--- src/rtl/io_pass_sync.sv ---
// Per-channel input synchroniser, debouncer and edge detector.
// Macro IO_PASS_SYNC_DEBOUNCE_EN enables the debounce counters; undefined, out follows sync.
module io_pass_sync #(
   parameter int unsigned WIDTH           = 8,
   parameter int unsigned SYNC_STAGES     = 2,
   parameter int unsigned DEBOUNCE_CYCLES = 16
) (
   input  logic             clock,
   input  logic             reset,
   input  logic [WIDTH-1:0] in,
   output logic [WIDTH-1:0] out,
   output logic [WIDTH-1:0] rise,
   output logic [WIDTH-1:0] fall
);

   // Parameter sanity check at elaboration.
   if (WIDTH < 1 || SYNC_STAGES < 2 || DEBOUNCE_CYCLES < 1) begin : g_bad_param
      $error("io_pass_sync: illegal parameter combination");
   end

   logic [WIDTH-1:0] stage_q [SYNC_STAGES];
   logic [WIDTH-1:0] sync_c;
   logic [WIDTH-1:0] out_d;

   // Synchroniser chain; stage 0 samples the raw asynchronous levels.
   always_ff @(posedge clock) begin
      if (reset) begin
         for (int s = 0; s < int'(SYNC_STAGES); s++) stage_q[s] <= '0;
      end else begin
         stage_q[0] <= in;
         for (int s = 1; s < int'(SYNC_STAGES); s++) stage_q[s] <= stage_q[s-1];
      end
   end

   assign sync_c = stage_q[SYNC_STAGES-1];

`ifdef IO_PASS_SYNC_DEBOUNCE_EN
   localparam int unsigned CW = $clog2(DEBOUNCE_CYCLES + 1);

   logic [CW-1:0] cnt_q [WIDTH];
   logic [CW-1:0] cnt_d [WIDTH];

   // Count consecutive mismatch cycles; adopt sync only after a full stable run.
   always_comb begin
      out_d = out;
      for (int i = 0; i < int'(WIDTH); i++) begin
         cnt_d[i] = cnt_q[i];
         if (sync_c[i] == out[i]) begin
            cnt_d[i] = '0;
         end else if (cnt_q[i] == CW'(DEBOUNCE_CYCLES - 1)) begin
            out_d[i] = sync_c[i];
            cnt_d[i] = '0;
         end else begin
            cnt_d[i] = cnt_q[i] + CW'(1);
         end
      end
   end

   always_ff @(posedge clock) begin
      if (reset) begin
         for (int i = 0; i < int'(WIDTH); i++) cnt_q[i] <= '0;
      end else begin
         for (int i = 0; i < int'(WIDTH); i++) cnt_q[i] <= cnt_d[i];
      end
   end
`else
   always_comb begin
      out_d = sync_c;
   end
`endif

   // Level and edge pulses change on the same edge, all from flops.
   always_ff @(posedge clock) begin
      if (reset) begin
         out  <= '0;
         rise <= '0;
         fall <= '0;
      end else begin
         out  <= out_d;
         rise <= out_d & ~out;
         fall <= ~out_d & out;
      end
   end

endmodule

--- config.mk ---
export PLATFORM = sky130hd
export DESIGN_NAME = io_pass_sync
export DESIGN_NICKNAME = d
export VERILOG_FILES = /design/src/rtl/io_pass_sync.sv
export SDC_FILE = /design/constraint.sdc
export NUM_CORES = 1
export LEC_CHECK = 0
export ABC_AREA = 1
export CORE_UTILIZATION = 44
export CTS_CLUSTER_SIZE = 12
export DETAILED_ROUTE_END_ITERATION = 8
export PLACE_DENSITY = 0.76
export SKIP_LAST_GASP = 1
export SLEW_MARGIN = 5
export SYNTH_ARGS = -nofsm -noshare
export SYNTH_HDL_FRONTEND = slang
export SYNTH_SLANG_ARGS = --single-unit
--- constraint.sdc ---
create_clock -name clock -period 0.8 [get_ports clock]
set_input_delay 0.2 -clock clock [delete_from_list [all_inputs] [get_ports clock]]
set_output_delay 0.2 -clock clock [all_outputs]
set_load 0.005 [all_outputs]
==> results.json <==
{
  "outcome": "complete, but fails checks",
  "violations": "negative setup slack",
  "cts.sinks": 40,
  "end_kind": "output port",
  "syn-cell-area_sq_um": 1119,
  "avgViaCountPerCell": 4.135,
  "num_io_pins": 34,
  "skew_ns": 0.01035,
  "synthAdderAreaFrac_pct": 0,
  "maxCapViolations": 0,
  "synth-compound-area-share_pct": 0,
  "path_buf_inv": 1,
  "firstDrtPassIters": 4,
  "yosys.area_share.simple_pct": 16.55,
  "switching_share_pct": 20.16,
  "worstPathCellList": "buf_2",
  "hold_buffers": 0,
  "fmax_ghz": 1.003,
  "yosysWarnings": 0,
  "combPwrFrac_pct": 5.8,
  "use_met3_pct": 8.696,
  "synth-main-ff-cell": "dfxtp_1",
  "ant_nets": 0,
  "yosysSeqAreaShare_pct": 71.59,
  "grt_util_met1_pct": 15.33,
  "worstPathArrival_ns": 0.80,
  "nets": 173,
  "fin_cells": 192,
  "grt.busiest_layer": "met2",
  "wirelength_mm": 1.790,
  "max_slew_margin_pct": 91.59,
  "syn_nets": 126,
  "yosys.area.top_type": "dfxtp_1",
  "dpl.hpwl_mm": 1.275,
  "grt_util_all_layers_pct": 15.52,
  "crit_family": "flip-flops",
  "cts_setup_buffers": 0,
  "hold_viol_final": 0,
  "gp_congestion": 0.6554,
  "core_sq_um": 2297,
  "peakVddDrop_uv": 1503,
  "numCtsBuffers": 5,
  "dieArea_sq_um": 2748,
  "antenna_found_initial": 0,
  "fin_crit_ns": 0.9970,
  "clk_pin_slew_ns": 0.11,
  "yosysUniqueCellTypes": 9,
  "power_density_nw_per_um2": 2239,
  "utilization_pct": 69.06,
  "synthMuxAreaShare_pct": 0,
  "synth_xor_area_share_pct": 0,
  "cts_buffer_depth": 2,
  "grt_pass1_vias": 699,
  "area_delta_synth_final_pct": 41.83,
  "use_met2_pct": 25.11,
  "power.leakage_nw": 0.8715,
  "min_path_type": "primary input to flop",
  "final_max_slew_viol_count": 0,
  "dr_total_vias": 794,
  "worstPathMaxFanout": 2,
  "fillers": 184,
  "synth_top_cell_area_share_pct": 71.59,
  "synth_edf_count": 0,
  "rsz0062_at_grt": "yes",
  "async_reset_ff_share_pct": 0,
  "syn_inst": 116,
  "synthTopCellsByArea": "dfxtp_1 (72%), nor2_1 (11%), inv_1 (8.1%)",
  "drt_drc_violations_left": 0,
  "synth_top_family_by_area": "simple AND/OR/NAND/NOR gates",
  "synth_seq_cells": 40,
  "drt-initial-drc-count": 15,
  "die_y_um": 52.42,
  "port_buffers": 33,
  "drive_gt1_share_pct": 36.59,
  "startpoint_type": "flop",
  "seq_area_sq_um": 820.8,
  "h-tree-depth": 2,
  "pwr-share-clk_pct": 35.5,
  "yosys-top-cells-count": "dfxtp_1 (40), nor2_1 (32), inv_1 (24), nand2_1 (14), nand2_2 (2)",
  "yosysMostFrequentCell": "dfxtp_1",
  "tritoncts": "built",
  "row_count": 17,
  "avgSynthCellArea_sq_um": 9.643,
  "seqPwrFrac_pct": 58.7,
  "multi_input_area_sq_um": 185.2,
  "root_buffer": "clkbuf_4",
  "grt_max_degree": 17,
  "post-place-ws_ns": -0.3614,
  "worst_slack_ns": -0.1970,
  "clk_latency_ns": 0.34,
  "finalSetupViolations": 24,
  "num_antenna_cells": 0,
  "crit_type": "flop to output port",
  "grt_pass1_wl_mm": 2.801,
  "power.internal_mw": 2.836,
  "dp.cells": 184,
  "period_share_pct": 124.6,
  "crit_path_max_incr_delay_ns": 0.34,
  "overflow": 0,
  "slowest_stage": "dfxtp_2",
  "routedWlPerCell_um": 9.323,
  "crit_required_ns": 0.60,
  "p_switching_mw": 0.7162,
  "worst_pin_slew_ns": 0.1260,
  "die_w_um": 52.42,
  "start_util_pct": 48.69
}
## worst reg2reg max path, cell delays in order, from the launching register on
cell and delay, ns:
dfxtp_2 0.35, buf_4 0.13, nand2_1 0.05, nor2_1 0.03
## layout make-up
cell class / count / share of cell area [%]
Sequential cell: 40 / 51.74
Timing Repair Buffer: 43 / 22.87
Multi-Input combinational cell: 48 / 11.67
Inverter: 25 / 6.703
Clock buffer: 6 / 2.603
Clock inverter: 2 / 2.208
Tap cell: 28 / 2.208
## registers in the layout, summed over array words and instances, names as in the netlist
name     cells
fall         8
rise         8
stage_q     16
out          8
## kinds of logic (layout without fill, tap and decap cells)
| group | count (synthesis) | count (layout) |
|---|---|---|
| buffers and inverters | 28 | 76 |
| DFF | 40 | 40 |
| and+or+nand+nor | 48 | 48 |
## routing by layer
layer | share of wire [%] | wire length (um)
met1 | 40 | 717
met2 | 48 | 866
met3 | 9.1 | 163
met4 | 2.3 | 42
met5 | 0 | 0
## path summary, 6_finish.rpt
| kind | from | to | slack, ns | depth (start not counted) |
|---|---|---|---|---|
| setup / recovery | out[1] | out[1] | -0.20 | 1 |
| hold / removal | reset | stage_q[0][13] | 0.22 | 3 |
| setup reg to reg | out[0] | fall[0] | 0.14 | 3 |
| hold reg to reg | stage_q[0][5] | stage_q[0][13] | 0.40 | 2 |
## metrics by stage
step                      total power [mW]  setup TNS, ns  cell area, sq um  hold slack (ns)
after floorplan                      2.210              0              1119           0.3070
after global placement               2.340         -16.21              1553           0.3920
after detailed placement             2.350         -17.10              1553           0.3976
after CTS                            3.576         -4.634              1531           0.3474
after global routing                 3.714         -5.235              1587           0.2134
final                                3.553         -4.212              1587           0.2162
## placed cells by master (no fill, tap or decap)
| master | count |
|---|---|
| dfxtp_2 | 16 |
| clkbuf_1 | 1 |
| buf_6 | 8 |
| bufinv_16 | 1 |
| buf_4 | 8 |
| dlymetal6s2s_1 | 1 |
| clkdlybuf4s50_1 | 8 |
| nand2_1 | 14 |
| nand2_2 | 2 |
| dfxtp_1 | 24 |
| nor2_1 | 32 |
| clkbuf_4 | 5 |
| clkinv_2 | 1 |
| inv_12 | 1 |
| inv_1 | 24 |
| buf_2 | 16 |
| buf_12 | 2 |
## power by group through the flow
stage / combinational (mW) / sequential [mW] / clock (mW)
after floorplan: 0.0825 / 2.13 / 0
after global placement: 0.218 / 2.12 / 0
after detailed placement: 0.224 / 2.13 / 0
after CTS: 0.202 / 2.08 / 1.29
after global routing: 0.231 / 2.09 / 1.39
final: 0.207 / 2.08 / 1.26
## timing repair
action                                  CTS  global route
resized for setup                       108            11
pin swaps                                 0             0
endpoints found under the setup margin   25            31
Power figures use the tool's default switching activity.
==> RTL edit, RTL diff (same settings) <==
Remove the register `fall`: a continuous assignment takes its place, so the output `fall` follows one clock earlier.
--- a/src/rtl/io_pass_sync.sv
+++ b/src/rtl/io_pass_sync.sv
@@ -75,12 +75,12 @@
          out  <= '0;
          rise <= '0;
-         fall <= '0;
       end else begin
          out  <= out_d;
          rise <= out_d & ~out;
-         fall <= ~out_d & out;
       end
    end
 
+   assign fall = ~out_d & out;
+
 endmodule
 
Function: changed (a bounded check fails within 4 cycles, from zero or initial values and one cycle with reset high).
==> RTL edit against the unedited design <==
  * Clock skew decreased by 0.0062 ns
  * Setup slack worse by 0.18 ns
  * Critical path type unchanged
  * Synthesized cell count decreased by 7.8%
  * Non-clock buffer count unchanged
  * Highest routed layer unchanged
  * Design area decreased by 13%
  * The flow still finishes with violations (negative setup slack)
  * Count of clock-buffer cells in the layout unchanged
  * Via count fell by 8.1%
  * Total power fell by 22%
  * Wire length down 13%
  * Area after synthesis down 16%
  * Sequential cell count down 8
==> RTL edit: results (changes against the unedited design) <==
The switching part of the total is 21.29% (+1.1 points). The gate count of the mapped netlist is 107 (-7.8%). The final reports fail on negative setup slack.

The largest clock skew in the final design came out at 0.004127 ns (-0.006227 ns). The share of synthesized area occupied by flip-flops and latches is 68.18% (-3.4 points). The number of nets produced by synthesis came to 117 (-7.1%). The post-detailed-placement cell area is 1304 um^2 (-16%). The iteration-0 DRC count of the detailed router came out at 4 (-11).

The tightest slew margin relative to the limit is 87.73% (-3.9 points). The count of TritonRoute iterations in the first routing pass came out at 2 (-2). The distinct cell type count of the synthesized netlist came to 6 (-3). Ranked by instance count, the synthesized netlist is headed by 32 x sky130_fd_sc_hd__dfxtp_1, 32 x sky130_fd_sc_hd__inv_1, 32 x sky130_fd_sc_hd__nor2_1, 8 x sky130_fd_sc_hd__nand2_1, 2 x sky130_fd_sc_hd__buf_6. The number of setup violations in the final report was 24 (unchanged). The flow ran to the end, but the final reports show violations.

The number of standard cells in the final layout excluding fillers is 183 (-4.7%). The peak ir drop on the vdd network is 1.290 mV (-14%). The worst slack at placement is -0.3946 ns (-0.03318 ns). The final worst setup slack came out at -0.3753 ns (-0.1782 ns). Yosys attributes the largest share of cell area to sky130_fd_sc_hd__dfxtp_1 68%, sky130_fd_sc_hd__inv_1 13%, sky130_fd_sc_hd__nor2_1 13%. The half-perimeter wire length after placement came out at 1.101 mm (-14%). The first-pass GRT wire length came to 2.214 mm (-21%).

The number of cells in the design after placement is 168 (-8.7%). The routed via count divided by cell count is 3.989 (-3.5%). The layout cell share with drive strength beyond 1 was 39.10% (+2.5 points). The global placement routability congestion came out at 0.6626 (+1.1%). The net count reported at finish is 165 (-4.6%). The register clock-pin slew on the reported worst setup and hold paths came out at 0.09 ns (-0.02 ns). The clock latency on the worst-skew pair came out at 0.31 ns (-0.03 ns). The static leakage is 0.7827 nW (-10%).
RTL edit: cell types whose count changed in the layout (fill, tap and decap cells not counted), moves of 2 or more:
cell / unedited run / this run
sky130_fd_sc_hd__dfxtp_2: 16 / 11
sky130_fd_sc_hd__nor2_1: 32 / 30
sky130_fd_sc_hd__inv_2: 0 / 5
sky130_fd_sc_hd__inv_1: 24 / 27
sky130_fd_sc_hd__buf_4: 8 / 5
sky130_fd_sc_hd__nand2_1: 14 / 8
sky130_fd_sc_hd__dfxtp_1: 24 / 21
sky130_fd_sc_hd__nand2_2: 2 / 0
sky130_fd_sc_hd__buf_12: 2 / 0
sky130_fd_sc_hd__nor2_2: 0 / 2
sky130_fd_sc_hd__buf_6: 8 / 13
RTL edit: per-layer routing:
| layer | GRT usage [%] | share of wire, % | vias up |
|---|---|---|---|
| met2 | 26.67 | 57 | 23 |
| met5 | 0 | 0 | - |
| met3 | 6.667 | 5.7 | 5 |
| met4 | 15.00 | 2.4 | 0 |
| met1 | 13.95 | 35 | 315 |
| li1 | - | - | 387 |
RTL edit: kinds of logic (layout without fill, tap and decap cells):
logic type,Yosys count,count (layout),share of synthesized area [%]
simple gates,40,40,15.98
flops,32,32,68.18
buf+inv,35,84,15.85
RTL edit: timing repair:
action / in CTS / in global routing
pin swaps: 1 / 2
endpoints found under the setup margin: 24 / 27
resized for setup: 109 / 14
endpoints found under the hold margin: 0 / 0
setup buffers: 5 / 2
RTL edit: tightest hold or removal path: stages:
cell	delay, ns
sky130_fd_sc_hd__clkdlybuf4s50_1	0.39
sky130_fd_sc_hd__inv_1	0.05
sky130_fd_sc_hd__nor2_1	0.03
RTL edit: power groups by stage:
stage	Sequential (mW)	Clock, mW	Combinational, mW
detailed placement	1.71	0	0.193
global placement	1.71	0	0.187
finish	1.68	0.907	0.195
floorplan	1.71	0	0.0739
global route	1.69	1.00	0.223
CTS	1.68	0.940	0.183
RTL edit: cell type report:
type | count | area share [%]
clock buffer | 6 | 3.704
clock inverter | 2 | 0.7227
inverter | 33 | 9.124
multi-input combinational | 40 | 11.20
sequential | 32 | 47.24
tap | 27 | 2.439
timing repair buffer | 43 | 25.56
RTL edit: worst paths after layout:
| path | startpoint | endpoint | slack, ns | cells after the start |
|---|---|---|---|---|
| min reg2reg | stage_q[0][3]$_SDFF_PP0_ | stage_q[0][11]$_SDFF_PP0_ | 0.41 | 2 |
| min | in[3] | stage_q[0][3]$_SDFF_PP0_ | 0.39 | 3 |
| max | out[4]$_SDFF_PP0_ | fall[4] | -0.38 | 4 |
| max reg2reg | out[4]$_SDFF_PP0_ | rise[4]$_SDFF_PP0_ | 0.20 | 2 |
